==> src/rtl/instr_fetch_if.sv <==
// Instruction-memory fetch bus: request/address out, data/acknowledge back.
// Combinational bundle with no latency; the acknowledge is the only backpressure.
// The address is held stable for as long as the request stays high.
interface instr_fetch_if #(
    parameter int PC_WIDTH = 16
) ();
    logic                imem_req;
    logic [PC_WIDTH-1:0] imem_addr;
    logic [15:0]         imem_rdata;
    logic                imem_ack;

    modport master (
        output imem_req,
        output imem_addr,
        input  imem_rdata,
        input  imem_ack
    );

    modport slave (
        input  imem_req,
        input  imem_addr,
        output imem_rdata,
        output imem_ack
    );
endinterface

==> src/rtl/instr_fetch.sv <==
// Fetch/issue sequencer: owns the PC, fetches over req/ack, issues one word at a time.
// Latency: one idle cycle after reset, then FETCH (1 + memory wait cycles) and ISSUE (>=1 cycle).
// Backpressure: imem_ack extends FETCH; stall holds ISSUE with instr/pc frozen.
module instr_fetch #(
    parameter int                  PC_WIDTH = 16,
    parameter logic [PC_WIDTH-1:0] RESET_PC = '0
) (
    input  logic                clk,
    input  logic                reset,
    instr_fetch_if.master       imem,
    input  logic                stall,
    input  logic                jump,
    input  logic                branch,
    input  logic                zero,
    input  logic [PC_WIDTH-1:0] jump_addr,
    input  logic [PC_WIDTH-1:0] branch_offset,
    output logic [15:0]         instr,
    output logic [2:0]          opcode,
    output logic                instr_valid,
    output logic [PC_WIDTH-1:0] pc,
    output logic [PC_WIDTH-1:0] pc_plus1
);

    typedef enum logic [1:0] {
        S_IDLE,
        S_FETCH,
        S_ISSUE
    } state_t;

    state_t              state, state_nxt;
    logic [PC_WIDTH-1:0] pc_q, pc_nxt;
    logic [15:0]         instr_q, instr_nxt;
    logic [PC_WIDTH-1:0] pc_inc;
    logic [PC_WIDTH-1:0] branch_target;

    // All PC arithmetic wraps at PC_WIDTH bits.
    assign pc_inc        = pc_q + PC_WIDTH'(1);
    assign branch_target = pc_inc + branch_offset;

    always_ff @(posedge clk or posedge reset) begin
        if (reset) begin
            state   <= S_IDLE;
            pc_q    <= RESET_PC;
            instr_q <= 16'h0000;
        end else begin
            state   <= state_nxt;
            pc_q    <= pc_nxt;
            instr_q <= instr_nxt;
        end
    end

    always_comb begin
        state_nxt     = state;
        pc_nxt        = pc_q;
        instr_nxt     = instr_q;
        imem.imem_req = 1'b0;
        instr_valid   = 1'b0;

        case (state)
            S_IDLE: begin
                state_nxt = S_FETCH;
            end

            S_FETCH: begin
                imem.imem_req = 1'b1;
                if (imem.imem_ack) begin
                    instr_nxt = imem.imem_rdata;
                    state_nxt = S_ISSUE;
                end
            end

            S_ISSUE: begin
                instr_valid = 1'b1;
                // Decoder results only matter on the cycle the instruction retires.
                if (!stall) begin
                    if (jump) begin
                        pc_nxt = jump_addr;
                    end else if (branch && zero) begin
                        pc_nxt = branch_target;
                    end else begin
                        pc_nxt = pc_inc;
                    end
                    state_nxt = S_FETCH;
                end
            end

            default: begin
                state_nxt = S_IDLE;
            end
        endcase
    end

    // pc only moves on retire, so the address is stable for the whole request.
    assign imem.imem_addr = pc_q;
    assign instr          = instr_q;
    assign opcode         = instr_q[15:13];
    assign pc             = pc_q;
    assign pc_plus1       = pc_inc;

endmodule

==> src/flat_wrapper.sv <==
// flat-port wrapper written by rule: the top's interface ports become plain ports
module instr_fetch_flat 
#(
    parameter int                  PC_WIDTH = 16,
    parameter logic [PC_WIDTH-1:0] RESET_PC = '0
)
  (clk, reset, stall, jump, branch, zero, jump_addr, branch_offset, instr, opcode, instr_valid, pc, pc_plus1, imem_imem_req, imem_imem_addr, imem_imem_rdata, imem_imem_ack);
  instr_fetch_if #(.PC_WIDTH(PC_WIDTH)) imem_i ();
  input  logic clk;
  input  logic reset;
  input  logic stall;
  input  logic jump;
  input  logic branch;
  input  logic zero;
  input  logic [PC_WIDTH-1:0] jump_addr;
  input  logic [PC_WIDTH-1:0] branch_offset;
  output logic [15:0] instr;
  output logic [2:0] opcode;
  output logic instr_valid;
  output logic [PC_WIDTH-1:0] pc;
  output logic [PC_WIDTH-1:0] pc_plus1;
  output wire logic [$bits(imem_i.imem_req)-1:0] imem_imem_req;
  output wire logic [$bits(imem_i.imem_addr)-1:0] imem_imem_addr;
  input wire logic [$bits(imem_i.imem_rdata)-1:0] imem_imem_rdata;
  input wire logic [$bits(imem_i.imem_ack)-1:0] imem_imem_ack;
  assign imem_imem_req = imem_i.imem_req;
  assign imem_imem_addr = imem_i.imem_addr;
  assign imem_i.imem_rdata = imem_imem_rdata;
  assign imem_i.imem_ack = imem_imem_ack;
  instr_fetch #(.PC_WIDTH(PC_WIDTH), .RESET_PC(RESET_PC)) u_core (.clk(clk), .reset(reset), .imem(imem_i), .stall(stall), .jump(jump), .branch(branch), .zero(zero), .jump_addr(jump_addr), .branch_offset(branch_offset), .instr(instr), .opcode(opcode), .instr_valid(instr_valid), .pc(pc), .pc_plus1(pc_plus1));
endmodule
==> config.mk <==
export PLATFORM = sky130hd
export DESIGN_NAME = instr_fetch_flat
export DESIGN_NICKNAME = d
export VERILOG_FILES = /design/src/rtl/instr_fetch_if.sv /design/src/rtl/instr_fetch.sv /design/src/flat_wrapper.sv
export SDC_FILE = /design/constraint.sdc
export NUM_CORES = 1
export LEC_CHECK = 0
export CORE_UTILIZATION = 50
export DETAILED_ROUTE_END_ITERATION = 16
export DONT_BUFFER_PORTS = 1
export MAX_ROUTING_LAYER = met4
export SKIP_LAST_GASP = 1
export SLEW_MARGIN = 5
export SYNTH_ARGS = -nofsm -noshare
export SYNTH_HDL_FRONTEND = slang
export SYNTH_SLANG_ARGS = --single-unit
export TNS_END_PERCENT = 50
==> constraint.sdc <==
create_clock -name clk -period 4.7 [get_ports clk]
set_clock_uncertainty 0.2 [all_clocks]
set_input_delay 0.705 -clock clk [delete_from_list [all_inputs] [get_ports clk]]
set_output_delay 0.705 -clock clk [all_outputs]
set_load 0.005 [all_outputs]
==> results.py, run 1 <==
metrics = {
    "status": {
        "status": "completed",
    },
    "setup_path": {
        "crit_start": "u_core.imem.imem_addr[0]",
        "start_kind": "flip-flop",
        "timing.rr.end": "u_core.imem.imem_addr[15]",
        "critPathBufInv": 0,
        "arrival_ns": 4.04,
        "cp_top_family": "compound AO/OA/AOI/OAI gates",
        "crit_path_end_kind": "flip-flop",
        "critPathKind": "reg2reg",
        "critPathCapture": "u_core.imem.imem_addr[15]",
        "reg2reg_slack_ns": 0.68,
        "slowest_delay_ns": 0.55,
        "worstPathRequired_ns": 4.72,
        "cp_max_fo": 9,
        "cp_slowest_cell": "dfrtp_1",
        "cp.depth": 13,
        "worstPathCellList": "ha_1, and3_1, nand4_1, nor3_1, xor2_1, ha_1, and4_1, o211a_1, a222oi_1, a211oi_1, o21a_1, o311ai_1, o21a_1",
        "crit-reg2reg-launch": "u_core.imem.imem_addr[0]",
        "reg2regPathDepth": 13,
    },
    "floorplan": {
        "die_w_um": 76.0,
        "coreArea_sq_um": 5200,
        "io_pins": 124,
        "fp.dieH_um": 76.0,
        "rows": 26,
        "die_area_sq_um": 5780,
        "start_util_pct": 52.6,
    },
    "route": {
        "drtIter0Drc": 97,
        "drc": 0,
        "drt-pass1-iter-count": 4,
        "wl_per_cell_um": 19.2,
        "drt-vias-per-instance": 6.11,
        "wl_um": 6800,
        "antenna_left": 0,
        "vias": 2163,
    },
    "clock_tree": {
        "clk_latency_ns": 0.28,
        "clock_path_buffers": 2,
        "cts.sink_count": 34,
        "h-tree-depth": 2,
        "cts_tree": "done",
        "cts_buffers": 5,
        "postCtsSetupBuffers": 0,
        "hold_buffers": 0,
        "cts_resized": 0,
        "root_buffer": "clkbuf_8",
        "clkTransAtPathRegs_ns": 0.07,
    },
    "timing": {
        "worstMarginPinSlew_ns": 0.780,
        "relSlewSlack_pct": 47.8,
        "period_minus_slack_ns": 4.02,
        "post-route-period-util_pct": 85.4,
        "tns_ns": 0,
        "fmax_ghz": 0.249,
        "finalHoldViolations": 0,
        "drv_slew": 0,
        "setup_viol": 0,
        "rsz0062_at_grt": "false",
        "fin_ws_ns": 0.684,
    },
    "grt": {
        "grt_pass1_vias": 2218,
        "grt_max_degree": 35,
        "antenna_found_initial": 0,
        "grt_pass1_wl_um": 11000,
        "overflow": 0,
        "track_usage_pct": 24.8,
    },
    "power_and_ir_drop": {
        "combinationalPowerShare_pct": 52.9,
        "swShare_pct": 47.4,
        "power.clock.fraction_pct": 11.1,
        "power_mw": 1.83,
        "power.density_nw_per_um2": 666,
        "sequentialPowerShare_pct": 36.0,
        "p_int_uw": 962,
        "p_switching_uw": 868,
        "p_leak_nw": 1.18,
        "vdd_drop_max_v": 0.000351,
    },
    "yosys": {
        "netlist.area_leader.share_pct": 31.1,
        "synthCells": 302,
        "yosys_warnings": 0,
        "synth_top_cell_by_area": "dfrtp_1",
        "synth-simple-area-share_pct": 16.8,
        "syn_area_sq_um": 2740,
        "synth_area_leaders": "dfrtp_1 31%, ha_1 9.1%, mux2_2 6.6%, buf_4 5.2%, xnor2_1 5.1%",
        "synth_top_family_by_area": "compound AO/OA/AOI/OAI gates",
        "async_flop_share_pct": 100,
        "synthXorXnorAreaFrac_pct": 7.99,
        "synth-seq-cells": 34,
        "synth_edf_count": 0,
        "synth_cell_types": 50,
        "synthFlopType": "dfrtp_1",
        "avgSynthCellArea_sq_um": 9.07,
        "synth_nets": 378,
        "yosysSeqAreaShare_pct": 31.1,
        "synthMuxAreaShare_pct": 6.58,
        "synth-compound-area-share_pct": 20.2,
        "synthAdderAreaFrac_pct": 9.87,
    },
    "place": {
        "port_buffers": 0,
        "hpwlAfterDp_um": 5270,
        "gp_congestion": 0.854,
        "place_area_sq_um": 2670,
        "dp_slack_ns": 0.748,
        "dp_cells": 347,
    },
    "layout": {
        "stdcell_area_sq_um": 2750,
        "final_cell_mix": "34 x dfrtp_1, 33 x nand2_1, 20 x ha_1",
        "final_common_cell": "dfrtp_1",
        "antennaDiodeCount": 0,
        "final.fill_count": 505,
        "drive_gt1_share_pct": 11.6,
        "nets": 360,
        "area_growth_pct": 0.320,
        "layout.cells.non_filler": 354,
    },
    "hold_path": {
        "hp-class": "in2async",
    },
    "run": {
        "cap_violations": 0,
    },
}
-- registers in the layout, summed over array words and instances, names as in the netlist --
signal                 flops
u_core.imem.imem_addr     16
u_core.state               2
u_core.instr              16
-- layer usage --
layer	routed length, um	up-vias	global-route usage [%]
met4	13	0	3.08
met1	2900	1013	30.7
met5	0	-	-
li1	-	1047	-
met2	3260	100	41.1
met3	628	3	7.66
-- worst register-to-register path, cell delays in order (launching register included) --
cell	delay (ns)
dfrtp_1	0.55
ha_1	0.24
and3_1	0.21
nand4_1	0.19
nor3_1	0.27
xor2_1	0.37
ha_1	0.39
and4_1	0.21
o211a_1	0.12
a222oi_1	0.45
a211oi_1	0.16
o21a_1	0.22
o311ai_1	0.22
o21a_1	0.15
-- synthesized netlist by cell type, types with 6 or more instances --
| cell | instances |
|---|---|
| a21o_1 | 8 |
| a21oi_1 | 19 |
| buf_4 | 19 |
| clkbuf_1 | 8 |
| dfrtp_1 | 34 |
| ha_1 | 20 |
| inv_1 | 9 |
| mux2_2 | 16 |
| nand2_1 | 33 |
| nand3_1 | 7 |
| nor2_1 | 16 |
| nor3_1 | 6 |
| o21ai_0 | 18 |
| xnor2_1 | 16 |
| xor2_1 | 9 |
-- area by class of cell --
cell class | count | area, sq um | area share [%]
Clock inverter | 2 | 10.0 | 0.364
Timing Repair Buffer | 2 | 15.0 | 0.546
Multi-Input combinational cell | 232 | 1680 | 61.2
Tap cell | 70 | 87.6 | 3.19
Clock buffer | 5 | 68.8 | 2.50
Inverter | 9 | 33.8 | 1.23
Sequential cell | 34 | 851 | 31.0
-- cell families after synthesis --
family,count (synthesis)
flip-flops,34
AO/OA/AOI/OAI,84
AND/OR/NAND/NOR,86
multiplexers,16
buffers and inverters,36
XOR/XNOR,25
adder cells (fa/ha/maj),21
-- worst min-delay path by stage --
stage | startpoint | slack, ns | to | cells after the start
after floorplan | u_core.state[0] | 0.29 | u_core.state[0] | 1
after global placement | u_core.instr[4] | 0.32 | u_core.instr[4] | 1
after detailed placement | u_core.instr[8] | 0.33 | u_core.instr[8] | 1
after CTS | reset | 0.22 | u_core.instr[11] | 2
after global routing | reset | 0.23 | u_core.instr[11] | 2
final | reset | 0.21 | u_core.instr[11] | 2
-- per-stage QoR --
step / utilization [%] / hold WS (ns)
final: 52.8 / 0.208
after CTS: 52.8 / 0.222
after floorplan: - / 0.293
after global placement: 51.3 / 0.321
after global routing: 52.8 / 0.232
after detailed placement: 51.3 / 0.325
-- power by group through the flow --
| stage | sequential (mW) | clock [mW] | combinational [mW] |
|---|---|---|---|
| floorplan | 0.590 | 0 | 0.901 |
| global placement | 0.662 | 0 | 0.951 |
| detailed placement | 0.666 | 0 | 0.965 |
| CTS | 0.660 | 0.208 | 0.970 |
| global route | 0.691 | 0.223 | 1.09 |
| finish | 0.658 | 0.203 | 0.969 |
Power figures use the tool's default switching activity.
==> inputs of run 2 (changes only) <==
- CORE_MARGIN: unset -> 2
==> results.py, run 2 (synthesis gave the netlist of run 1 again) <==
metrics = {
    "grt": {
        "grt_max_degree": 35,
        "track_usage_pct": 24.4,
        "overflow": 0,
        "grt_pass1_wl_um": 11200,
        "antenna_found_initial": 0,
        "grt_pass1_vias": 2178,
    },
    "place": {
        "port_buffers": 0,
        "hpwlAfterDp_um": 5420,
        "dp_slack_ns": 0.750,
        "gp_congestion": 0.898,
    },
    "clock_tree": {
        "clk_latency_ns": 0.28,
        "h-tree-depth": 2,
        "hold_buffers": 0,
        "clkTransAtPathRegs_ns": 0.07,
        "root_buffer": "clkbuf_8",
        "cts_tree": "done",
        "cts_buffers": 5,
        "postCtsSetupBuffers": 0,
        "cts_resized": 0,
        "clock_path_buffers": 2,
        "cts.sink_count": 34,
    },
    "floorplan": {
        "coreArea_sq_um": 5200,
        "die_w_um": 78.0,
        "io_pins": 124,
        "die_area_sq_um": 6090,
        "fp.dieH_um": 78.0,
        "rows": 26,
        "start_util_pct": 52.6,
    },
    "run": {
        "cap_violations": 0,
    },
    "route": {
        "vias": 2146,
        "drt-vias-per-instance": 6.05,
        "drc": 0,
        "wl_um": 6970,
        "drt-pass1-iter-count": 4,
        "wl_per_cell_um": 19.6,
        "drtIter0Drc": 72,
        "antenna_left": 0,
    },
    "setup_path": {
        "cp.depth": 13,
        "crit_start": "u_core.imem.imem_addr[0]",
        "cp_max_fo": 9,
        "slowest_delay_ns": 0.54,
        "cp_slowest_cell": "dfrtp_1",
        "arrival_ns": 4.06,
        "critPathKind": "reg2reg",
        "reg2reg_slack_ns": 0.66,
        "critPathCapture": "u_core.imem.imem_addr[15]",
        "crit_path_end_kind": "flip-flop",
        "worstPathRequired_ns": 4.72,
        "cp_top_family": "compound AO/OA/AOI/OAI gates",
        "start_kind": "flip-flop",
        "worstPathCellList": "ha_1, and3_1, nand4_1, nor3_1, xor2_1, ha_1, and4_1, o211a_1, a222oi_1, a211oi_1, o21a_1, o311ai_1, o21a_1",
        "timing.rr.end": "u_core.imem.imem_addr[15]",
        "crit-reg2reg-launch": "u_core.imem.imem_addr[0]",
        "reg2regPathDepth": 13,
        "critPathBufInv": 0,
    },
    "timing": {
        "finalHoldViolations": 0,
        "timing.hold.ws_ns": 0.196,
        "worstMarginPinSlew_ns": 0.787,
        "drv_slew": 0,
        "fmax_ghz": 0.248,
        "post-route-period-util_pct": 85.9,
        "setup_viol": 0,
        "fin_ws_ns": 0.661,
        "period_minus_slack_ns": 4.04,
        "relSlewSlack_pct": 47.3,
        "tns_ns": 0,
        "rsz0062_at_grt": "false",
    },
    "power_and_ir_drop": {
        "combinationalPowerShare_pct": 52.3,
        "p_int_uw": 981,
        "sequentialPowerShare_pct": 35.6,
        "power.clock.fraction_pct": 12.1,
        "p_switching_uw": 870,
        "p_leak_nw": 1.18,
        "swShare_pct": 47.0,
        "power.density_nw_per_um2": 671,
        "power_mw": 1.85,
        "vdd_drop_max_v": 0.000339,
    },
    "status": {
        "status": "completed",
    },
    "hold_path": {
        "hp-class": "in2async",
    },
    "layout": {
        "area_growth_pct": 0.777,
        "final_common_cell": "dfrtp_1",
        "final_cell_mix": "34 x dfrtp_1, 33 x nand2_1, 20 x ha_1",
        "drive_gt1_share_pct": 11.6,
        "nets": 360,
        "final_util_pct": 53.0,
        "antennaDiodeCount": 0,
    },
}
run 2: power groups by stage:
stage	clock, mW	combinational, mW	sequential, mW
floorplan	0	0.901	0.590
global placement	0	0.955	0.662
detailed placement	0	0.968	0.667
CTS	0.230	0.974	0.662
global route	0.242	1.09	0.695
finish	0.225	0.968	0.659
run 2: area by class of cell:
cell class                 count  area (sq um)
inverter                       9          33.8
multi-input combinational    232          1680
clock inverter                 1          5.00
timing repair buffer           2          15.0
clock buffer                   7          86.3
sequential                    34           851
fill                         515          2440
tap                           70          87.6
run 2: worst min-delay path by stage:
stage / start / end / slack [ns]
6_report: reset / u_core.instr[1] / 0.20
5_1_grt: reset / u_core.imem.imem_addr[5] / 0.23
4_1_cts: reset / u_core.imem.imem_addr[2] / 0.21
3_5_place_dp: u_core.instr[11] / u_core.instr[11] / 0.32
3_3_place_gp: u_core.instr[11] / u_core.instr[11] / 0.32
2_1_floorplan: u_core.state[0] / u_core.state[0] / 0.29
run 2: routing by layer:
layer  vias to the layer above  wire [um]  global-route usage [%]
li1                       1042          -                       -
met1                       997       2960                    31.2
met2                        99       3270                    38.1
met3                         8        668                    7.47
met4                         0         74                    5.96
met5                         -          0                       -
run 2: through the flow:
step                instance area, sq um  instances
detailed placement                  2670        347
CTS                                 2760        355
floorplan                           2740        302
global placement                    2670        347
global route                        2760        355
finish                              2760        355
==> inputs of run 3 (changes only) <==
- CORE_ASPECT_RATIO: unset -> 2
- CTS_CLUSTER_DIAMETER: unset -> 40
==> results.py, run 3 (synthesis gave the netlist of run 1 again) <==
metrics = {
    "grt": {
        "overflow": 0,
        "grt_max_degree": 35,
        "track_usage_pct": 24.0,
        "antenna_found_initial": 0,
        "grt_pass1_wl_um": 10900,
        "grt_pass1_vias": 2161,
    },
    "timing": {
        "fmax_ghz": 0.248,
        "finalHoldViolations": 0,
        "period_minus_slack_ns": 4.02,
        "tns_ns": 0,
        "worstMarginPinSlew_ns": 0.777,
        "relSlewSlack_pct": 48.0,
        "setup_viol": 0,
        "rsz0062_at_grt": "false",
        "post-route-period-util_pct": 85.6,
        "drv_slew": 0,
    },
    "power_and_ir_drop": {
        "vdd_drop_max_v": 0.000352,
        "p_leak_nw": 1.19,
        "power.density_nw_per_um2": 666,
        "power_mw": 1.83,
    },
    "setup_path": {
        "reg2regPathDepth": 13,
        "critPathKind": "reg2reg",
        "cp_max_fo": 9,
        "arrival_ns": 4.06,
        "start_kind": "flip-flop",
        "reg2reg_slack_ns": 0.68,
        "worstPathRequired_ns": 4.73,
        "crit_path_end_kind": "flip-flop",
    },
    "layout": {
        "final.fill_count": 528,
        "stdcell_area_sq_um": 2760,
        "final_common_cell": "dfrtp_1",
        "antennaDiodeCount": 0,
        "nets": 361,
        "drive_gt1_share_pct": 11.9,
        "area_growth_pct": 0.594,
        "final_util_pct": 51.3,
        "final_cell_mix": "34 x dfrtp_1, 33 x nand2_1, 20 x ha_1",
        "layout.cells.non_filler": 346,
    },
    "clock_tree": {
        "cts_resized": 0,
        "h-tree-depth": 2,
        "clock_path_buffers": 2,
        "cts_tree": "done",
        "cts.sink_count": 34,
        "clkTransAtPathRegs_ns": 0.07,
        "hold_buffers": 0,
        "clk_latency_ns": 0.29,
        "root_buffer": "clkbuf_8",
        "cts_buffers": 5,
        "postCtsSetupBuffers": 0,
    },
    "floorplan": {
        "die_w_um": 56.3,
        "rows": 38,
        "die_area_sq_um": 6120,
        "fp.dieH_um": 109,
        "start_util_pct": 51.0,
        "coreArea_sq_um": 5370,
        "io_pins": 124,
    },
    "route": {
        "vias": 2158,
        "drc": 0,
        "wl_um": 6830,
        "wl_per_cell_um": 19.8,
        "drt-pass1-iter-count": 4,
        "drtIter0Drc": 80,
        "antenna_left": 0,
        "drt-vias-per-instance": 6.24,
    },
    "place": {
        "place_area_sq_um": 2660,
        "hpwlAfterDp_um": 5430,
        "dp_cells": 338,
        "gp_congestion": 0.827,
        "port_buffers": 0,
    },
    "run": {
        "cap_violations": 0,
    },
    "status": {
        "status": "completed",
    },
    "hold_path": {
        "hp-class": "in2async",
    },
}
==> run 3: changes by cell type in the layout (fill, tap and decap cells not counted) <==
| cell | before | now |
|---|---|---|
| buf_4 | 2 | 3 |
==> run 3: critical path: stages (launching register included) <==
cell and delay (ns):
dfrtp_1 0.52, ha_1 0.24, and3_1 0.22, nand4_1 0.21
nor3_1 0.29, xor2_1 0.37, ha_1 0.38, and4_1 0.20
o211a_1 0.11, a222oi_1 0.45, a211oi_1 0.17, o21a_1 0.22
o311ai_1 0.22, o21a_1 0.15
==> run 3: final cells by class <==
class	instances	area, sq um	share of cell area, %
clock buffer	7	86.3	3.13
clock inverter	1	5.00	0.182
inverter	9	33.8	1.23
multi-input combinational	232	1680	61.0
sequential	34	851	30.9
tap	60	75.1	2.72
timing repair buffer	3	22.5	0.817
==> run 3: per-layer routing <==
metal	up-vias	share of wire (%)	wire length, um	track usage (%)
li1	1046	-	-	-
met1	1011	37	2510	24.8
met2	88	55	3750	41.9
met3	13	5.9	404	6.17
met4	0	2.6	177	11.2
met5	-	0	0	-
==> run 3: through the flow <==
step | setup slack (ns) | hold slack [ns]
2_1_floorplan | 1.31 | 0.293
3_3_place_gp | 0.808 | 0.315
3_5_place_dp | 0.717 | 0.319
4_1_cts | 0.674 | 0.203
5_1_grt | 0.373 | 0.233
6_report | 0.675 | 0.201
==> run 3: power by group <==
group	switching (mW)	internal [mW]	total [mW]	leakage, nW
Clock	0.104	0.118	0.222	0.0482
Sequential	0.212	0.435	0.647	0.404
Combinational	0.532	0.433	0.965	0.736
Total	0.848	0.986	1.83	1.19
==> run 3: path summary, 6_finish.rpt <==
| path | from | end |
|---|---|---|
| max in group asynchronous | reset | u_core.instr[8] |
| min | reset | u_core.imem.imem_addr[1] |
| min in group clk | stall | u_core.state[0] |
| max | u_core.imem.imem_addr[0] | u_core.imem.imem_addr[15] |
| min reg2reg | u_core.instr[7] | u_core.instr[7] |
| max reg2reg | u_core.imem.imem_addr[0] | u_core.imem.imem_addr[15] |
